### src/rtl/game_screen_ctl.sv
// game_screen_ctl: round state machine, score keeping and frame-aligned
// selection of one of four pre-rendered VGA streams for the penalty game.
// Optional build macro: MOUSE_DEBOUNCE_EN (filters mouse_left before click
// detection; filter length set by DEBOUNCE_CYC).
module game_screen_ctl #(
    parameter int RGB_W         = 12,
    parameter int COORD_W       = 12,
    parameter int SHOT_FRAMES   = 60,
    parameter int RESULT_FRAMES = 120,
    parameter int ROUNDS        = 5,
    parameter int SAVE_RADIUS   = 48,
    parameter int DEBOUNCE_CYC  = 4
) (
    input  logic                          clk,
    input  logic                          rst,
    input  logic                          mouse_left,
    input  logic [COORD_W-1:0]            xpos,
    input  logic [COORD_W-1:0]            ypos,
    input  logic [COORD_W-1:0]            keeper_x,
    input  logic [3:0]                    vs_in,
    input  logic [3:0]                    hs_in,
    input  logic [4*RGB_W-1:0]            rgb_in,
    output logic                          vs,
    output logic                          hs,
    output logic [RGB_W-1:0]              rgb,
    output logic [1:0]                    state,
    output logic [COORD_W-1:0]            aim_x,
    output logic [COORD_W-1:0]            aim_y,
    output logic                          goal,
    output logic [$clog2(ROUNDS+1)-1:0]   goals,
    output logic [$clog2(ROUNDS+1)-1:0]   round_cnt
);

    localparam int FMAX = (SHOT_FRAMES > RESULT_FRAMES) ? SHOT_FRAMES : RESULT_FRAMES;
    localparam int FW   = $clog2(FMAX + 1);
    localparam int GW   = $clog2(ROUNDS + 1);

    localparam logic [FW-1:0]      FRAME_SAT = FMAX[FW-1:0];
    localparam logic [FW-1:0]      SHOT_N    = SHOT_FRAMES[FW-1:0];
    localparam logic [FW-1:0]      RESULT_N  = RESULT_FRAMES[FW-1:0];
    localparam logic [GW-1:0]      ROUNDS_N  = ROUNDS[GW-1:0];
    localparam logic [COORD_W:0]   SAVE_R    = SAVE_RADIUS[COORD_W:0];

    typedef enum logic [1:0] {
        ST_START  = 2'd0,
        ST_AIM    = 2'd1,
        ST_SHOT   = 2'd2,
        ST_RESULT = 2'd3
    } state_t;

    state_t              r_state, w_state_nx;
    logic [1:0]          r_sel;
    logic [FW-1:0]       r_cnt, w_cnt_nx, w_cnt_inc;
    logic [COORD_W-1:0]  r_aim_x, r_aim_y, w_aim_x_nx, w_aim_y_nx;
    logic                r_goal, w_goal_nx, w_goal_eval;
    logic [GW-1:0]       r_goals, r_rounds, w_goals_nx, w_rounds_nx;
    logic [GW-1:0]       w_goals_inc, w_rounds_inc;
    logic [COORD_W:0]    w_diff;
    logic                r_ml_prev, r_vs0_prev;
    logic                w_ml, w_click, w_tick;
    logic                r_vs, r_hs;
    logic [RGB_W-1:0]    r_rgb;

`ifdef MOUSE_DEBOUNCE_EN
    localparam int          DW      = $clog2(DEBOUNCE_CYC + 1);
    localparam logic [DW-1:0] DB_LAST = DW'(DEBOUNCE_CYC - 1);

    logic          r_ml_filt;
    logic [DW-1:0] r_db_cnt;

    // Filtered button follows the raw level only after DEBOUNCE_CYC
    // consecutive differing samples; resets high so a held button is inert.
    always_ff @(posedge clk) begin
        if (rst) begin
            r_ml_filt <= 1'b1;
            r_db_cnt  <= '0;
        end else if (mouse_left != r_ml_filt) begin
            if (r_db_cnt == DB_LAST) begin
                r_ml_filt <= mouse_left;
                r_db_cnt  <= '0;
            end else begin
                r_db_cnt  <= r_db_cnt + 1'b1;
            end
        end else begin
            r_db_cnt <= '0;
        end
    end

    assign w_ml = r_ml_filt;
`else
    // Debounce length has no effect when the filter is not built.
    if (DEBOUNCE_CYC < 1) begin : g_db_unused
    end

    assign w_ml = mouse_left;
`endif

    assign w_click = w_ml & ~r_ml_prev;
    assign w_tick  = vs_in[0] & ~r_vs0_prev;

    // Edge detectors; both reset high so levels held through reset give no pulse.
    always_ff @(posedge clk) begin
        if (rst) begin
            r_ml_prev  <= 1'b1;
            r_vs0_prev <= 1'b1;
        end else begin
            r_ml_prev  <= w_ml;
            r_vs0_prev <= vs_in[0];
        end
    end

    // Saturating increments and the keeper-distance test (larger minus smaller).
    always_comb begin
        w_cnt_inc    = (r_cnt == FRAME_SAT) ? r_cnt : r_cnt + 1'b1;
        w_goals_inc  = (r_goals == ROUNDS_N) ? r_goals : r_goals + 1'b1;
        w_rounds_inc = (r_rounds == ROUNDS_N) ? r_rounds : r_rounds + 1'b1;
        if (r_aim_x >= keeper_x)
            w_diff = {1'b0, r_aim_x} - {1'b0, keeper_x};
        else
            w_diff = {1'b0, keeper_x} - {1'b0, r_aim_x};
        w_goal_eval = (w_diff > SAVE_R);
    end

    // Round state machine: next state, counters, aim latch and score.
    always_comb begin
        w_state_nx  = r_state;
        w_cnt_nx    = r_cnt;
        w_aim_x_nx  = r_aim_x;
        w_aim_y_nx  = r_aim_y;
        w_goal_nx   = r_goal;
        w_goals_nx  = r_goals;
        w_rounds_nx = r_rounds;
        case (r_state)
            ST_START: begin
                if (w_click) begin
                    w_goals_nx  = '0;
                    w_rounds_nx = '0;
                    w_cnt_nx    = '0;
                    w_state_nx  = ST_AIM;
                end
            end
            ST_AIM: begin
                w_cnt_nx = '0;
                if (w_click) begin
                    w_aim_x_nx = xpos;
                    w_aim_y_nx = ypos;
                    w_state_nx = ST_SHOT;
                end
            end
            ST_SHOT: begin
                if (w_tick) begin
                    if (w_cnt_inc >= SHOT_N) begin
                        w_goal_nx  = w_goal_eval;
                        if (w_goal_eval)
                            w_goals_nx = w_goals_inc;
                        w_cnt_nx   = '0;
                        w_state_nx = ST_RESULT;
                    end else begin
                        w_cnt_nx = w_cnt_inc;
                    end
                end
            end
            default: begin
                // A click skips the rest of the result hold.
                if (w_click || (w_tick && (w_cnt_inc >= RESULT_N))) begin
                    w_rounds_nx = w_rounds_inc;
                    w_cnt_nx    = '0;
                    w_state_nx  = (w_rounds_inc == ROUNDS_N) ? ST_START : ST_AIM;
                end else if (w_tick) begin
                    w_cnt_nx = w_cnt_inc;
                end
            end
        endcase
    end

    // Game state registers.
    always_ff @(posedge clk) begin
        if (rst) begin
            r_state  <= ST_START;
            r_cnt    <= '0;
            r_aim_x  <= '0;
            r_aim_y  <= '0;
            r_goal   <= 1'b0;
            r_goals  <= '0;
            r_rounds <= '0;
        end else begin
            r_state  <= w_state_nx;
            r_cnt    <= w_cnt_nx;
            r_aim_x  <= w_aim_x_nx;
            r_aim_y  <= w_aim_y_nx;
            r_goal   <= w_goal_nx;
            r_goals  <= w_goals_nx;
            r_rounds <= w_rounds_nx;
        end
    end

    // Screen select follows the state only at frame start, so frames never tear.
    always_ff @(posedge clk) begin
        if (rst)
            r_sel <= 2'd0;
        else if (w_tick)
            r_sel <= r_state;
    end

    // Registered stream mux: fixed one-cycle latency from the selected source.
    always_ff @(posedge clk) begin
        if (rst) begin
            r_vs  <= 1'b0;
            r_hs  <= 1'b0;
            r_rgb <= '0;
        end else begin
            r_vs  <= vs_in[r_sel];
            r_hs  <= hs_in[r_sel];
            r_rgb <= rgb_in[r_sel*RGB_W +: RGB_W];
        end
    end

    assign vs        = r_vs;
    assign hs        = r_hs;
    assign rgb       = r_rgb;
    assign state     = r_state;
    assign aim_x     = r_aim_x;
    assign aim_y     = r_aim_y;
    assign goal      = r_goal;
    assign goals     = r_goals;
    assign round_cnt = r_rounds;

endmodule

### config.mk
export PLATFORM = sky130hd
export DESIGN_NAME = game_screen_ctl
export DESIGN_NICKNAME = d
export VERILOG_FILES = /design/src/rtl/game_screen_ctl.sv
export SDC_FILE = /design/constraint.sdc
export NUM_CORES = 1
export LEC_CHECK = 0
export ABC_CLOCK_PERIOD_IN_PS = 2700
export BUFFER_PORTS_ARGS = -buffer_cell sky130_fd_sc_hd__buf_2
export CAP_MARGIN = 25
export CORE_UTILIZATION = 46
export CTS_CLUSTER_DIAMETER = 100
export CTS_CLUSTER_SIZE = 40
export DETAILED_ROUTE_END_ITERATION = 6
export PLACE_DENSITY_LB_ADDON = 0.05
export SLEW_MARGIN = 40
export SYNTH_ARGS = -nofsm -noshare
export SYNTH_HDL_FRONTEND = slang
export SYNTH_SLANG_ARGS = --single-unit
### constraint.sdc
create_clock -name clk -period 2.7 [get_ports clk]
set_input_delay 0.135 -clock clk [delete_from_list [all_inputs] [get_ports clk]]
set_output_delay 0.135 -clock clk [all_outputs]
set_load 0.05 [all_outputs]
== After elaboration in Yosys (flattened, before gate mapping) ==
Cells that the tools add are included.

* Output and inout bits: 47
* Input bits: 95
* Bits in registers: 58
* Word-level logic and storage cells: 84

* Multiplexer cells: 28
* Shift-type cells: 1
* Eq/ne operators: 12
* Add/subtract/negate cells: 5
* Bitwise operators: 5
* $lt $le $gt $ge: 5
* Multipliers: 1
* Reductions and logical operators: 14

{| class="wikitable"
|+ Operators with widths
! operator !! number
|-
| indexed part select 48 x 7 -> 12 bit || 1
|-
| two-way mux 7 bit || 6
|-
| subtractor 12 x 12 -> 13 bit || 2
|-
| two-way mux 3 bit || 7
|-
| case mux 7 bit (3 select lines) || 1
|-
| > comparator 13 x 6 -> 1 bit (second input constant) || 1
|-
| two-way mux 13 bit || 1
|-
| greater-or-equal comparator 12 bit || 1
|-
| inequality test 2 bit (second input constant) || 6
|-
| case mux 3 bit (2 select lines) || 2
|-
| two-way mux 2 bit || 5
|-
| == test 3 bit (second input constant) || 3
|-
| AND reduction 3 bit || 3
|-
| nonzero test 4 bit || 2
|-
| adder 7 x 1 -> 7 bit (second input constant) || 1
|-
| == test 7 bit (second input constant) || 1
|-
| greater-or-equal comparator 7 x 6 -> 1 bit (second input constant) || 1
|-
| greater-or-equal comparator 7 bit (second input constant) || 1
|-
| adder 3 x 1 -> 3 bit (second input constant) || 2
|-
| case mux 2 bit (3 select lines) || 1
|-
| AND reduction 6 bit || 1
|-
| AND reduction 5 bit || 1
|-
| binary-select mux 1 bit (select 2 bit) || 2
|-
| multiplier 2 x 2 -> 4 bit (second input constant) || 1
|-
| other kinds (12) || 18
|}

== Longest topological paths before layout ==
* Depth in word-level cells: 7
* Gate-level depth with buffers: 12
* Depth with buffers taken out: 12

== Worst setup path before layout ==
No wires, ideal clock.

* Path kind: flip-flop to flip-flop
* Start: reg r_aim_x[4], in the netlist aim_x[4]
* End: reg r_goals[2], in the netlist goals[2]
* Path buffers: 1
* Stages on the path, launching flop included: 12
* Setup time: 0.117 ns
* Path slack: -0.557 ns
* Required time: 2.583 ns
* Arrival time: 3.140 ns
* Period minus slack after synthesis: 3.257 ns
* Cell sequence: dfxtp_1 > ha_1 > clkbuf_1 > and3_1 > o21ai_1 > a41oi_2 > nor4b_1 > nor3_1 > nand4bb_1 > a311o_1 > or2_1 > a32o_1

* Cells in the longest elaborated chain, start to end: 5

{| class="wikitable"
|+ RTL lines
! element !! line !! source
|-
| from (decl) || 54 || <nowiki>logic [COORD_W-1:0] r_aim_x, r_aim_y, w_aim_x_nx, w_aim_y_nx;</nowiki>
|-
| from (signal assigned) || 189 || <nowiki>r_aim_x <= w_aim_x_nx;</nowiki>
|-
| subtractor 12 x 12 -> 13 bit, or another cell as far along || 120 || <nowiki>w_diff = {1'b0, keeper_x} - {1'b0, r_aim_x};</nowiki>
|-
| two-way mux 13 bit (*) || 117 || <nowiki>if (r_aim_x >= keeper_x)</nowiki>
|-
| > comparator 13 x 6 -> 1 bit (*) || 121 || <nowiki>w_goal_eval = (w_diff > SAVE_R);</nowiki>
|-
| inequality test 2 bit (no source line) (*) || - ||
|-
| AND reduction 6 bit (no source line) (*) || - ||
|-
| to (signal assigned) || 192 || <nowiki>r_goals <= w_goals_nx;</nowiki>
|-
| to (decl) || 56 || <nowiki>logic [GW-1:0] r_goals, r_rounds, w_goals_nx, w_rounds_nx;</nowiki>
|}

Every way passes the cells marked *; elsewhere a longest branch is shown, timed or not.
A chain may end at the register's enable or synchronous reset.

== Worst setup path in the final report ==
* Start: reg r_aim_x[9], in the netlist aim_x[9]
* End: reg r_goals[0], in the netlist goals[0]

The elaborated chain is that of the path after synthesis.

==> impl_metrics.tcl <==
set metrics [dict create \
    crit_family "compound AO/OA/AOI/OAI gates" \
    grt_pass1_wl_mm 20.31 \
    cp_num_buf_inv 2 \
    syn-num-nets 642 \
    grt_usage_pct 26.31 \
    rsz0062_at_grt "yes" \
    io_pins 142 \
    synth.most_common_cell "nand2_1" \
    maxCapViolations 0 \
    crit_arrival_ns 3.04 \
    holdCritStartpoint "xpos[8]" \
    vias 4465 \
    regArea_sq_um 1199 \
    synth_top_area_share_pct 28.17 \
    violations "setup timing" \
    syn-cell-area_sq_um 4121 \
    drtIter0Drc 170 \
    route.detailed.drc 0 \
    die_h_um 96.66 \
    clkTransAtPathRegs_ns 0.08 \
    synth.top_cells.by_count "nand2_1, dfxtp_1, a21oi_1" \
    hp-class "in2reg" \
    drive_gt1_share_pct 40.11 \
    skew_ns 0.008423 \
    htreeDepth 3 \
    end_kind "flip-flop" \
    period_share_pct 105.3 \
    path_cells "ha_4 > nand3_4 > or3_4 > a41oi_4 > buf_4 > nor4b_2 > a31oi_1 > xor2_1 > a311o_1 > buf_4 > o2111ai_2 > o311ai_2" \
    layout_setup_ws_ns -0.1431 \
    leakagePower_nw 2.617 \
    syn-instance-count 511 \
    grt_overflow_total 0 \
    grt_max_degree 36 \
    yosys_warnings 0 \
    final_area_sq_um 5954 \
    slowest_delay_ns 0.44 \
    final_max_slew_viol_count 0 \
    status "finished, violations left" \
    ys.flop_type "dfxtp_1" \
    portBuffers 141 \
    hpwl_mm 9.281 \
    post_drt_wl_per_cell_um 14.85 \
    firstDrtPassIters 5 \
    cts_root_buffer "clkbuf_8" \
    layout-area-overhead-vs-synth_pct 44.47 \
    final_util_pct 68.61 \
    crit_path_top_delay_cell "or3_4" \
    path_common_cell "buf_4" \
    synth.distinct_cells 67 \
    power_density_nw_per_um2 379.9 \
    core.rowCount 34 \
    insertion_delay_ns 0.35 \
    num_antenna_cells 0 \
    cp-startpoint "aim_x[9]" \
    place.gp.congestion 0.9067 \
    place_area_sq_um 5488 \
    ys_ff_latch 58 \
    yosys.area.top_type "dfxtp_1" \
    nFillCells 747 \
    hold_viol 0 \
    ant_nets 0 \
    max_slew_margin_pct 53.15 \
    cts_buffer_depth 2 \
    synth.area.top_cells "dfxtp_1, ha_1, mux4_2, nand2_1, a21oi_1" \
    min_period_ns 2.843 \
    synth_edf_count 0 \
    setup_viol 4 \
    tightest_slew_ns 0.7027 \
    ir_drop_v 0.0002670 \
    wirelength_mm 12.27 \
    die_w_um 96.66 \
    ys_seq_area_share_pct 28.17 \
    rr_startpoint "aim_x[9]" \
    cts_buffers 9 \
    syn_area_per_cell_sq_um 8.065 \
    vias_per_cell 5.406 \
    grt_pass1_vias 4411 \
    numClockSinks 58 \
    max_freq_ghz 0.3517 \
    antenna_found_initial 0 \
    core_area_sq_um 8678 \
    startpoint_type "flip-flop" \
    multiInputGateArea_sq_um 2963 \
    path_class "reg2reg" \
    cts_tree "built" \
    nNetsFinal 844 \
    ys_async_sr_fraction_pct 0 \
    critPathRequiredTime_ns 2.90 \
    dieArea_sq_um 9342 \
    initial_core_util_pct 47.49 \
    worstPathMaxFanout 4 \
    final.setup.tns_ns -0.4350 \
]
## worst min-delay path: cells and delay by family
family	cells	cell delay, ns
AND/OR/NAND/NOR	1	0.05
buffers and inverters	1	0.09
AO/OA/AOI/OAI	1	0.05
## stage by stage
stage | cells | total power, mW | worst slack, ns | hold slack (ns)
5_1_grt | 826 | 2.357 | -0.2453 | 0.01857
2_1_floorplan | 511 | 1.100 | -0.1368 | 0.2416
3_3_place_gp | 802 | 1.257 | -0.1033 | 0.3561
3_5_place_dp | 802 | 1.262 | -0.1960 | 0.3628
4_1_cts | 825 | 2.280 | -0.1290 | 0.0003868
6_report | 826 | 2.262 | -0.1431 | 0.01666
## cells in the final DEF, fill, tap and decap left out, types with 6 or more instances in the layout
cell type,n
nor3_1,8
o211ai_1,6
clkbuf_8,9
buf_4,69
inv_1,40
dfxtp_4,9
o21ai_0,23
nand3_1,9
nand2_1,77
mux4_2,14
ha_1,25
nor2b_1,24
nand2b_1,6
buf_2,141
ha_4,9
a21oi_1,50
dfxtp_1,46
nor2_1,27
## state kept, by name, summed over array words and instances (netlist names), 2 cells and up
register,count
aim_y,12
r_cnt,7
goals,3
round_cnt,3
aim_x,12
r_sel,2
rgb,12
state,2
## path summary, 6_finish.rpt
check              end  slack, ns  depth (start not counted)
max           goals[0]      -0.14                         12
min           aim_x[8]       0.02                          3
max reg2reg   goals[0]      -0.14                         12
min reg2reg  aim_y[11]       0.45                          2
## kinds of logic after synthesis
family          count (synthesis)  share of synthesized area [%]
compound gates                133                          20.52
buf+inv                        63                          5.859
mux                            21                          9.411
xor+xnor                        9                          1.912
flops                          58                          28.17
simple gates                  191                          22.83
fa+ha+maj                      36                          11.29
## final cells by class
class | count | area share, %
clock buffer | 10 | 2.501
clock inverter | 6 | 1.597
inverter | 40 | 2.522
multi-input combinational | 390 | 49.76
sequential | 58 | 20.13
tap | 108 | 2.269
timing repair buffer | 214 | 21.22
## power breakdown
part	switching, mW	internal (mW)	leakage (nW)	total [mW]
registers	0.00430	0.860	0.480	0.864
logic	0.208	0.195	2.01	0.403
clock network	0.412	0.584	0.122	0.995
## layer usage
metal | global-route usage (%) | wire (um) | vias to the layer above
met5 | 0 | 0 | -
met4 | 7.922 | 237 | 0
met1 | 32.37 | 5243 | 2086
met3 | 4.697 | 568 | 23
met2 | 46.59 | 6217 | 147
li1 | - | - | 2209
## what timing repair did
item	in CTS	in global routing
hold endpoints to repair	4	0
pin swaps	5	2
setup endpoints to repair	4	7
hold buffers	4	0
setup buffers	3	1
resized for setup	15	10
(Power assumes the default switching activity.)
